File: config.mk
export PLATFORM = sky130hd
export DESIGN_NAME = seg7_scan_decoder_flat
export DESIGN_NICKNAME = d
export VERILOG_FILES = /design/src/rtl/seg7_scan_decoder_if.sv /design/src/rtl/seg7_scan_decoder.sv /design/src/flat_wrapper.sv
export SDC_FILE = /design/constraint.sdc
export NUM_CORES = 1
export LEC_CHECK = 0
export CORE_AREA = 2 2 82 84
export DETAILED_ROUTE_END_ITERATION = 10
export DIE_AREA = 0 0 84 86
export PLACE_DENSITY = 0.87
export SKIP_LAST_GASP = 1
export SYNTH_ARGS = -nofsm -noshare
export SYNTH_HDL_FRONTEND = slang
export SYNTH_SLANG_ARGS = --single-unit
export TNS_END_PERCENT = 20
File: constraint.sdc
create_clock -name clk -period 3 [get_ports clk]
set_input_delay 0.3 -clock clk [delete_from_list [all_inputs] [get_ports clk]]
set_output_delay 0.3 -clock clk [all_outputs]
set_load 0.005 [all_outputs]
File: src/rtl/seg7_scan_decoder_if.sv
// Purpose : scan-bus bundle between a multiplexed 7-segment driver and seg7_scan_decoder.
// Latency : n/a (wires only).
// Backpressure : none; the scan bus is free-running and the decoder only observes it.
//
// Signals:
//   seg, dig_sel              - display scan bus (driven by the display side / master)
//   digit_valid/idx/nib/err   - per-digit capture strobe and payload (driven by the decoder / slave)
//   frame_valid/value/err_mask- published multi-digit frame (driven by the decoder / slave)
interface seg7_scan_decoder_if #(
  parameter int NUM_DIGITS = 4
);
  logic [6:0]              seg;
  logic [NUM_DIGITS-1:0]   dig_sel;
  logic                    digit_valid;
  logic [2:0]              digit_idx;
  logic [3:0]              digit_nib;
  logic                    digit_err;
  logic                    frame_valid;
  logic [4*NUM_DIGITS-1:0] value;
  logic [NUM_DIGITS-1:0]   err_mask;

  // Display side: drives the scan lines, observes the recovered digits.
  modport master (
    output seg, dig_sel,
    input  digit_valid, digit_idx, digit_nib, digit_err,
    input  frame_valid, value, err_mask
  );

  // Decoder side: observes the scan lines, reports recovered digits and frames.
  modport slave (
    input  seg, dig_sel,
    output digit_valid, digit_idx, digit_nib, digit_err,
    output frame_valid, value, err_mask
  );
endinterface

File: src/rtl/seg7_scan_decoder.sv
// Purpose : recover hex digits from a time-multiplexed 7-segment scan bus and publish full frames.
// Latency : input registered once; digit_valid one cycle after the STABLE_CYCLES-th identical sample
//           is evaluated; frame_valid one cycle after the capture that completes the frame.
// Backpressure : none; outputs are single-cycle strobes, the observed bus cannot be stalled.
//
// Ports:
//   clk  - rising-edge clock
//   rst  - synchronous active-high reset, clears all partial dwell/frame state
//   scan - slave side of seg7_scan_decoder_if:
//            seg[6:0] (a..g, bit6=a), dig_sel (one-hot while a digit is driven) in;
//            digit_valid/digit_idx/digit_nib/digit_err capture strobe out;
//            frame_valid/value/err_mask published frame out (digit i at value[4i+3:4i]).
module seg7_scan_decoder #(
  parameter int NUM_DIGITS    = 4,
  parameter int STABLE_CYCLES = 4
) (
  input  logic               clk,
  input  logic               rst,
  seg7_scan_decoder_if.slave scan
);

  typedef enum logic [1:0] {
    IDLE   = 2'd0,
    SETTLE = 2'd1,
    HOLD   = 2'd2
  } state_t;

  localparam logic [NUM_DIGITS-1:0] SEL_ONE = NUM_DIGITS'(1);
  localparam logic [8:0]            RUN_TGT = 9'(STABLE_CYCLES);

  // Input stage and the previous sample used for run detection.
  logic [6:0]              seg_q, seg_prev_q;
  logic [NUM_DIGITS-1:0]   sel_q, sel_prev_q;

  // Dwell FSM.
  state_t                  state_q;
  logic [7:0]              run_q;

  // Frame assembly.
  logic [NUM_DIGITS-1:0]   cap_mask_q;
  logic [4*NUM_DIGITS-1:0] shadow_nib_q;
  logic [NUM_DIGITS-1:0]   shadow_err_q;
  logic                    pub_pend_q;

  // Registered outputs.
  logic                    digit_valid_q;
  logic [2:0]              digit_idx_q;
  logic [3:0]              digit_nib_q;
  logic                    digit_err_q;
  logic                    frame_valid_q;
  logic [4*NUM_DIGITS-1:0] value_q;
  logic [NUM_DIGITS-1:0]   err_mask_q;

  // Combinational helpers.
  logic                    sel_onehot;
  logic                    same_sample;
  logic [8:0]              run_inc;
  logic                    capture_d;
  logic [NUM_DIGITS-1:0]   cap_mask_d;
  logic                    pub_pend_d;
  logic [2:0]              idx_enc;
  logic [3:0]              dec_nib;
  logic                    dec_err;

  // Glyph table; anything outside it is reported as an error with nibble 0.
  function automatic logic [4:0] decode_glyph(input logic [6:0] p);
    logic [4:0] r;
    case (p)
      7'h7E:   r = {1'b0, 4'h0};
      7'h30:   r = {1'b0, 4'h1};
      7'h6D:   r = {1'b0, 4'h2};
      7'h79:   r = {1'b0, 4'h3};
      7'h33:   r = {1'b0, 4'h4};
      7'h5B:   r = {1'b0, 4'h5};
      7'h5F:   r = {1'b0, 4'h6};
      7'h70:   r = {1'b0, 4'h7};
      7'h7F:   r = {1'b0, 4'h8};
      7'h73:   r = {1'b0, 4'h9};
      7'h77:   r = {1'b0, 4'hA};
      7'h1F:   r = {1'b0, 4'hB};
      7'h4E:   r = {1'b0, 4'hC};
      7'h3D:   r = {1'b0, 4'hD};
      7'h4F:   r = {1'b0, 4'hE};
      7'h47:   r = {1'b0, 4'hF};
      default: r = {1'b1, 4'h0};
    endcase
    return r;
  endfunction

  always_comb begin
    // Blanking (no bits) and ghosting overlap (several bits) are both "no digit driven".
    sel_onehot  = (sel_q != '0) && ((sel_q & (sel_q - SEL_ONE)) == '0);
    same_sample = (seg_q == seg_prev_q) && (sel_q == sel_prev_q);
    run_inc     = {1'b0, run_q} + 9'd1;

    // Only a SETTLE run can capture; HOLD suppresses re-capture of the same dwell.
    capture_d   = (state_q == SETTLE) && sel_onehot && same_sample && (run_inc == RUN_TGT);

    // The publish cycle clears the mask, but a capture landing in it starts the next frame.
    cap_mask_d  = pub_pend_q ? '0 : cap_mask_q;
    if (capture_d) begin
      cap_mask_d = cap_mask_d | sel_q;
    end
    pub_pend_d  = capture_d && (&cap_mask_d);

    idx_enc = 3'd0;
    for (int i = 0; i < NUM_DIGITS; i++) begin
      if (sel_q[i]) begin
        idx_enc = 3'(i);
      end
    end

    {dec_err, dec_nib} = decode_glyph(seg_q);
  end

  always_ff @(posedge clk) begin
    if (rst) begin
      seg_q         <= '0;
      sel_q         <= '0;
      seg_prev_q    <= '0;
      sel_prev_q    <= '0;
      state_q       <= IDLE;
      run_q         <= '0;
      cap_mask_q    <= '0;
      shadow_nib_q  <= '0;
      shadow_err_q  <= '0;
      pub_pend_q    <= 1'b0;
      digit_valid_q <= 1'b0;
      digit_idx_q   <= '0;
      digit_nib_q   <= '0;
      digit_err_q   <= 1'b0;
      frame_valid_q <= 1'b0;
      value_q       <= '0;
      err_mask_q    <= '0;
    end else begin
      seg_q      <= scan.seg;
      sel_q      <= scan.dig_sel;
      seg_prev_q <= seg_q;
      sel_prev_q <= sel_q;

      case (state_q)
        IDLE: begin
          if (sel_onehot) begin
            state_q <= SETTLE;
            run_q   <= 8'd1;
          end else begin
            run_q   <= '0;
          end
        end
        SETTLE: begin
          if (!sel_onehot) begin
            state_q <= IDLE;
            run_q   <= '0;
          end else if (!same_sample) begin
            run_q   <= 8'd1;
          end else begin
            run_q   <= run_inc[7:0];
            if (capture_d) begin
              state_q <= HOLD;
            end
          end
        end
        HOLD: begin
          if (!sel_onehot) begin
            state_q <= IDLE;
            run_q   <= '0;
          end else if (!same_sample) begin
            state_q <= SETTLE;
            run_q   <= 8'd1;
          end
        end
        default: begin
          state_q <= IDLE;
          run_q   <= '0;
        end
      endcase

      digit_valid_q <= capture_d;
      if (capture_d) begin
        digit_idx_q <= idx_enc;
        digit_nib_q <= dec_nib;
        digit_err_q <= dec_err;
        // Re-capturing an index simply overwrites its slot.
        for (int i = 0; i < NUM_DIGITS; i++) begin
          if (sel_q[i]) begin
            shadow_nib_q[4*i +: 4] <= dec_nib;
            shadow_err_q[i]        <= dec_err;
          end
        end
      end

      cap_mask_q    <= cap_mask_d;
      pub_pend_q    <= pub_pend_d;
      frame_valid_q <= pub_pend_q;
      // Shadow still holds the completed frame here: a same-cycle capture only lands after this edge.
      if (pub_pend_q) begin
        value_q    <= shadow_nib_q;
        err_mask_q <= shadow_err_q;
      end
    end
  end

  assign scan.digit_valid = digit_valid_q;
  assign scan.digit_idx   = digit_idx_q;
  assign scan.digit_nib   = digit_nib_q;
  assign scan.digit_err   = digit_err_q;
  assign scan.frame_valid = frame_valid_q;
  assign scan.value       = value_q;
  assign scan.err_mask    = err_mask_q;

endmodule

File: src/flat_wrapper.sv
// flat-port wrapper written by rule: the top's interface ports become plain ports
module seg7_scan_decoder_flat 
#(
  parameter int NUM_DIGITS    = 4,
  parameter int STABLE_CYCLES = 4
)
  (clk, rst, scan_seg, scan_dig_sel, scan_digit_valid, scan_digit_idx, scan_digit_nib, scan_digit_err, scan_frame_valid, scan_value, scan_err_mask);
  seg7_scan_decoder_if #(.NUM_DIGITS(NUM_DIGITS)) scan_i ();
  input  logic clk;
  input  logic rst;
  input wire logic [$bits(scan_i.seg)-1:0] scan_seg;
  input wire logic [$bits(scan_i.dig_sel)-1:0] scan_dig_sel;
  output wire logic [$bits(scan_i.digit_valid)-1:0] scan_digit_valid;
  output wire logic [$bits(scan_i.digit_idx)-1:0] scan_digit_idx;
  output wire logic [$bits(scan_i.digit_nib)-1:0] scan_digit_nib;
  output wire logic [$bits(scan_i.digit_err)-1:0] scan_digit_err;
  output wire logic [$bits(scan_i.frame_valid)-1:0] scan_frame_valid;
  output wire logic [$bits(scan_i.value)-1:0] scan_value;
  output wire logic [$bits(scan_i.err_mask)-1:0] scan_err_mask;
  assign scan_i.seg = scan_seg;
  assign scan_i.dig_sel = scan_dig_sel;
  assign scan_digit_valid = scan_i.digit_valid;
  assign scan_digit_idx = scan_i.digit_idx;
  assign scan_digit_nib = scan_i.digit_nib;
  assign scan_digit_err = scan_i.digit_err;
  assign scan_frame_valid = scan_i.frame_valid;
  assign scan_value = scan_i.value;
  assign scan_err_mask = scan_i.err_mask;
  seg7_scan_decoder #(.NUM_DIGITS(NUM_DIGITS), .STABLE_CYCLES(STABLE_CYCLES)) u_core (.clk(clk), .rst(rst), .scan(scan_i));
endmodule
; After elaboration in Yosys (flattened, before gate mapping)
; Index checks and enable logic that the tools add are counted.
[op_classes]
n_addsub = 2
multipliers = 0
n_div = 0
magnitude_cmp = 0
eq_ne = 25
shift = 0
muxes = 19
bitwise = 2
n_reduce_logical = 15
[ops]
columns = op, count
row1 = 7-bit == test (second input constant), 12
row2 = 5-bit one-hot mux with 16 select lines, 1
row3 = 8-bit two-way mux, 4
row4 = 8-bit one-hot mux with 3 select lines, 1
row5 = 7-bit by 6-bit == test with 1-bit output (second input constant), 3
row6 = 2-bit two-way mux, 8
row7 = 8-bit by 1-bit adder with 9-bit output (second input constant), 1
row8 = 9-bit by 3-bit == test with 1-bit output (second input constant), 1
row9 = 3-bit != test (second input constant), 3
row10 = 4-bit two-way mux, 2
row11 = 2-bit AND reduction, 4
row12 = 4-bit AND reduction, 2
row13 = 7-bit by 5-bit == test with 1-bit output (second input constant), 1
row14 = 7-bit == test, 1
row15 = 1-bit logical AND, 6
row16 = 2-bit one-hot mux with 3 select lines, 1
row17 = 4-bit AND, 1
row18 = 4-bit == test, 1
row19 = 4-bit logical NOT, 1
row20 = 4-bit bitwise OR, 1
row21 = 4-bit nonzero test, 1
row22 = 4-bit by 1-bit subtractor with 4-bit output (second input constant), 1
row23 = 2-bit by 1-bit == test with 1-bit output (second input constant), 1
row24 = 2-bit == test (second input constant), 1
row25 = other kinds (3), 4
[totals]
reg_bits = 87
latchBits = 0
mem_bits_rw = 0
romBits = 0
in_bits = 13
out_inout_bits = 30
word_cells = 86
memories = 0

; Depth between registers and ports, before layout
[logic_depth]
depth_word = 11
mapped_depth = 9
depth_no_buf = 7

; Worst setup path before layout
; OpenSTA, ideal clock, no wires.
[synth_timing]
kind = register -> register
from = register u_core.sel_q[1]
to = register u_core.pub_pend_q
setup_time_ps = 100
t_arrival_ps = 1856
required_time_ps = 2900
slack_ps = 1045
path_stages_with_launch = 7
n_path_buf = 1
period_less_slack_ps = 1955
path_cell_list = dfxtp_1 > buf_6 > or4b_1 > o311ai_2 > o21ai_2 > or4_4 > a2111oi_4
[synth_via]
elab_chain_len = 10
word_cells_on_any_way = 14
cone_classes = add/sub (1) / eq/ne (1) / mux (1) / bitwise (2) / reduce/logical (9)
[synth_rtl]
columns = item, line_no
row1 = start: declaration, seg7_scan_decoder.sv:33  ; logic [NUM_DIGITS-1:0] sel_q, sel_prev_q;
row2 = start signal: assignment, seg7_scan_decoder.sv:137  ; sel_q <= scan.dig_sel;
row3 = 4-bit by 1-bit subtractor with 4-bit output, seg7_scan_decoder.sv:92  ; sel_onehot = (sel_q != '0) && ((sel_q & (sel_q - SEL_ONE)) == '0);
row4 = 4-bit AND, seg7_scan_decoder.sv:92
row5 = 4-bit logical NOT, seg7_scan_decoder.sv:92
row6 = 1-bit logical AND, seg7_scan_decoder.sv:92
row7 = 1-bit logical AND (3 in a row), seg7_scan_decoder.sv:97  ; capture_d = (state_q == SETTLE) && sel_onehot && same_sample && (run_inc == RUN_TGT);
row8 = 4-bit two-way mux, seg7_scan_decoder.sv:101  ; if (capture_d) begin
row9 = 4-bit AND reduction, seg7_scan_decoder.sv:104  ; pub_pend_d = capture_d && (&cap_mask_d);
row10 = 1-bit logical AND *, seg7_scan_decoder.sv:104
row11 = end signal: assignment, seg7_scan_decoder.sv:193  ; pub_pend_q <= pub_pend_d;
row12 = end: declaration, seg7_scan_decoder.sv:43  ; logic pub_pend_q;
; Mark *: on every way between the ends. The rest lies on a longest branch, timed or not.
; A chain may end at the register's enable or synchronous reset.

; Worst setup path in the final report
[layout_timing]
from = register u_core.run_q[0]
to = register u_core.digit_idx_q[1] (netlist: u_core.scan.digit_idx[1])
[layout_via]
elab_chain_len = 3
[layout_rtl]
columns = item, line_no
row1 = start: declaration, seg7_scan_decoder.sv:37  ; logic [7:0] run_q;
row2 = start signal: assignment, seg7_scan_decoder.sv:157  ; run_q <= run_inc[7:0];
row3 = 8-bit by 1-bit adder with 9-bit output, seg7_scan_decoder.sv:94  ; run_inc = {1'b0, run_q} + 9'd1;
row4 = 9-bit by 3-bit == test with 1-bit output, seg7_scan_decoder.sv:97
row5 = 1-bit logical AND, seg7_scan_decoder.sv:97
row6 = end signal: assignment, seg7_scan_decoder.sv:180  ; digit_idx_q <= idx_enc;
row7 = end: declaration, seg7_scan_decoder.sv:47  ; logic [2:0] digit_idx_q;
; Every way passes these cells.

==> impl_metrics.prom <==
# TYPE chip_impl_metric gauge
chip_impl_metric{name="postSynthNetCount",unit=""} 399
chip_impl_metric{name="fin_crit_sh",unit=""} 0.7585
chip_impl_metric{name="power.switching",unit="µW"} 507.2
chip_impl_metric{name="share_of_final_layout_standard_cells_stronger_than_drive_strength_1",unit=""} 0.09569
chip_impl_metric{name="remaining_global_route_overflow",unit=""} 0
chip_impl_metric{name="antenna_cells_inserted",unit=""} 0
chip_impl_info{name="synth_top_area_cell",value="sky130_fd_sc_hd__dfxtp_1"} 1
chip_impl_metric{name="internal-power",unit="µW"} 1622
chip_impl_metric{name="worst_slew_margin_rel",unit=""} 0.5223
chip_impl_metric{name="synthCells",unit=""} 384
chip_impl_metric{name="data_arrival_critical_path",unit="ns"} 2.56
chip_impl_metric{name="area_of_the_placeable_core",unit="µm²"} 6277
chip_impl_metric{name="comb_power_share",unit=""} 0.047
chip_impl_metric{name="grt_first_pass_wirelength",unit="µm"} 12290
chip_impl_info{name="worstSetupEndpointType",value="flop"} 1
chip_impl_metric{name="htree_levels",unit=""} 3
chip_impl_info{name="layout.cells.most_common",value="sky130_fd_sc_hd__dfxtp_1"} 1
chip_impl_metric{name="synth_seq_area_share",unit=""} 0.4652
chip_impl_metric{name="reg2reg_depth",unit=""} 7
chip_impl_metric{name="synth_async_sr_flop_share",unit=""} 0
chip_impl_metric{name="cts_resized",unit=""} 0
chip_impl_info{name="setup_repair_after_global_routing_missed_its_margin",value="no"} 1
chip_impl_metric{name="cts_hold_buf",unit=""} 0
chip_impl_metric{name="max_slew.worst_pin.slew",unit="ns"} 0.7166
chip_impl_metric{name="pwr-share-seq",unit=""} 0.559
chip_impl_metric{name="die-area",unit="µm²"} 7224
chip_impl_metric{name="wirelength",unit="µm"} 7337
chip_impl_metric{name="setup_total_negative_slack",unit="ns"} 0
chip_impl_metric{name="chip_height",unit="µm"} 86
chip_impl_metric{name="power_density_over_the_cells",unit="nW/µm²"} 494.1
chip_impl_metric{name="finalMaxSlewViolations",unit=""} 0
chip_impl_info{name="clk_root_buffer_cell",value="sky130_fd_sc_hd__clkbuf_8"} 1
chip_impl_info{name="critical_path.startpoint_type",value="flop"} 1
chip_impl_metric{name="pwr-share-clk",unit=""} 0.395
chip_impl_metric{name="global_router_s_overall_resource_usage",unit=""} 0.2117
chip_impl_metric{name="gp_routability_congestion",unit=""} 0.9732
chip_impl_metric{name="switching_share",unit=""} 0.2382
chip_impl_metric{name="number_of_input_and_output_port_buffers_inserted",unit=""} 41
chip_impl_info{name="layout_common_cells",value="86 x sky130_fd_sc_hd__dfxtp_1, 56 x sky130_fd_sc_hd__nor2_1, 46 x sky130_fd_sc_hd__mux2i_1"} 1
chip_impl_metric{name="highest_fanout_seen_on_the_critical_path",unit=""} 9
chip_impl_metric{name="skew",unit="ns"} 0.008892
chip_impl_info{name="hp-class",value="in2reg"} 1
chip_impl_metric{name="max-clock-path-buffers",unit=""} 2
chip_impl_metric{name="count_of_synthesis_stage_warnings_from_yosys",unit=""} 0
chip_impl_metric{name="final_nets",unit=""} 428
chip_impl_metric{name="first_pass_iteration_count_of_the_detailed_router",unit=""} 5
chip_impl_info{name="synth-main-ff-cell",value="sky130_fd_sc_hd__dfxtp_1"} 1
chip_impl_metric{name="final_routed_wire_length_divided_by_cell_count",unit="µm"} 14.82
chip_impl_metric{name="synth.avg_cell_area",unit="µm²"} 9.638
chip_impl_metric{name="rows",unit=""} 29
chip_impl_metric{name="hold_ws",unit="ns"} 0.2906
chip_impl_metric{name="areaGrowthSynthToFinish",unit="%"} 16.43
chip_impl_metric{name="worst_ir_drop_vdd",unit="mV"} 0.3761
chip_impl_metric{name="multiInputGateArea",unit="µm²"} 1823
chip_impl_metric{name="fillers",unit=""} 497
chip_impl_metric{name="drc",unit=""} 0
chip_impl_metric{name="fin_util",unit=""} 0.6865
chip_impl_metric{name="cts-buffers-inserted",unit=""} 9
chip_impl_metric{name="final-seq-area",unit="µm²"} 1722
chip_impl_metric{name="max-cap-violations",unit=""} 0
chip_impl_metric{name="syn_area",unit="µm²"} 3701
chip_impl_info{name="status",value="complete, no violations"} 1
chip_impl_metric{name="leakagePower",unit="µW"} 0.001686
chip_impl_metric{name="floorplan.initialDensity",unit=""} 0.5896
chip_impl_metric{name="cts.sinks",unit=""} 86
chip_impl_metric{name="final_antenna_net_count",unit=""} 0
chip_impl_info{name="synth_top_cells_by_area",value="sky130_fd_sc_hd__dfxtp_1 47%, sky130_fd_sc_hd__mux2i_1 12%, sky130_fd_sc_hd__nor2_1 5.7%"} 1
chip_impl_metric{name="detailedRoute.firstIterationViolations",unit=""} 136
chip_impl_metric{name="finalWorstPathRequiredPeriod",unit="ns"} 2.276
chip_impl_metric{name="synth.lib_cells_used.distinct",unit=""} 55
chip_impl_metric{name="top_level_pins",unit=""} 43
chip_impl_metric{name="critPathRequiredTime",unit="ns"} 3.29
chip_impl_metric{name="routed-via-count",unit=""} 2801
chip_impl_info{name="tritoncts",value="done"} 1
chip_impl_metric{name="cts_setup_buffers",unit=""} 0
chip_impl_metric{name="path_clk_slew",unit="ns"} 0.09
chip_impl_metric{name="clk-insertion-delay-late",unit="ns"} 0.35
chip_impl_metric{name="synth_edf_count",unit=""} 0
chip_impl_metric{name="initial_antenna_violation_count",unit=""} 0
chip_impl_metric{name="synth.ff_latch_count",unit=""} 86
chip_impl_metric{name="timing.final.hold_violations",unit=""} 0
chip_impl_metric{name="first_global_vias",unit=""} 2578
chip_impl_metric{name="floorplan.die.width",unit="µm"} 84
chip_impl_metric{name="setup_viol",unit=""} 0
chip_impl_info{name="setup.worst_path.class",value="reg2reg"} 1
chip_impl_metric{name="synth_top_cell_area_share",unit=""} 0.4652
chip_impl_metric{name="drt-vias-per-instance",unit=""} 5.659
chip_impl_metric{name="maximum_number_of_pins_on_one_net_before_global_route_repair",unit=""} 76
chip_impl_metric{name="hold-path-cell-count",unit=""} 3
chip_impl_metric{name="maximum_clock_rate",unit="MHz"} 439.4
chip_impl_metric{name="post-dp-hpwl",unit="µm"} 4776
registers in the layout, indices dropped and copies added (netlist names), 4 cells and up:
| signal | flops |
|---|---|
| u_core.scan.value | 16 |
| u_core.shadow_nib_q | 16 |
| u_core.run_q | 8 |
| u_core.seg_prev_q | 7 |
| u_core.seg_q | 7 |
| u_core.cap_mask_q | 4 |
| u_core.scan.digit_nib | 4 |
| u_core.scan.err_mask | 4 |
| u_core.sel_prev_q | 4 |
| u_core.sel_q | 4 |
| u_core.shadow_err_q | 4 |
cells by family after synthesis:
kind of cell    synth area share
compound gates           0.08892
xor+xnor                 0.03786
fa+ha+maj               0.006760
buf+inv                  0.04226
flops                     0.4652
mux                       0.1244
other cells             0.001013
simple gates              0.2336
power by group through the flow:
stage / registers (µW) / clock network [µW] / logic, µW
CTS: 1190 / 851 / 100
floorplan: 1190 / 0 / 92.7
global placement: 1210 / 0 / 97.5
global route: 1190 / 896 / 109
finish: 1190 / 840 / 99.3
detailed placement: 1220 / 0 / 98.7
Yosys cell counts (all sizes together) (2+ instances only):
library cell	instances
a21oi	11
inv	9
nand3	18
nor2b	23
mux2i	46
xnor2	16
o2111ai	2
clkbuf	19
a22o	3
nor2	56
o22ai	4
a31oi	2
or4b	3
dfxtp	86
nand4	9
ha	2
nand2	8
nand2b	10
nand3b	2
o21a	3
nor3	6
o21ai	8
or2	2
and3	9
buf	7
cell type report:
type / count / area share
clock buffer: 10 / 0.03194
clock inverter: 6 / 0.01597
inverter: 9 / 0.007840
multi-input combinational: 263 / 0.4231
sequential: 86 / 0.3995
tap: 77 / 0.02236
timing repair buffer: 44 / 0.09930
routing by layer:
metal | GRT usage | wire length, µm | up-vias
met5 | 0 | 0 | -
met4 | 0.08651 | 115 | 0
met3 | 0.04042 | 347 | 13
met2 | 0.3418 | 3447 | 85
met1 | 0.2811 | 3427 | 1323
li1 | - | - | 1380
through the flow:
step	total power, µW	instance area [µm²]	std cells	setup WS, ns
after floorplan	1287	3701	384	1.045
after global placement	1312	4103	479	0.7973
after detailed placement	1314	4103	479	0.7627
after CTS	2141	4309	495	0.7093
after global routing	2199	4309	495	0.5704
final	2129	4309	495	0.7244
path summary, 6_finish.rpt:
kind / startpoint / to / slack (ns)
worst max register to register: u_core.run_q[0] / u_core.scan.digit_idx[1] / 0.72
worst max-delay path: u_core.run_q[0] / u_core.scan.digit_idx[1] / 0.72
worst min register to register: u_core.scan.digit_idx[1] / u_core.scan.digit_idx[1] / 0.48
worst min-delay path: rst / u_core.state_q[0] / 0.29
critical path, cell delays in order, from the launching register on:
cell and delay [ns]:
sky130_fd_sc_hd__dfxtp_1 0.43, sky130_fd_sc_hd__ha_1 0.19, sky130_fd_sc_hd__nor3b_2 0.23, sky130_fd_sc_hd__nand4_1 0.17
sky130_fd_sc_hd__o31ai_4 0.35, sky130_fd_sc_hd__nand4_2 0.39, sky130_fd_sc_hd__o21bai_1 0.31, sky130_fd_sc_hd__a21oi_1 0.14
Power figures use the tool's default switching activity.
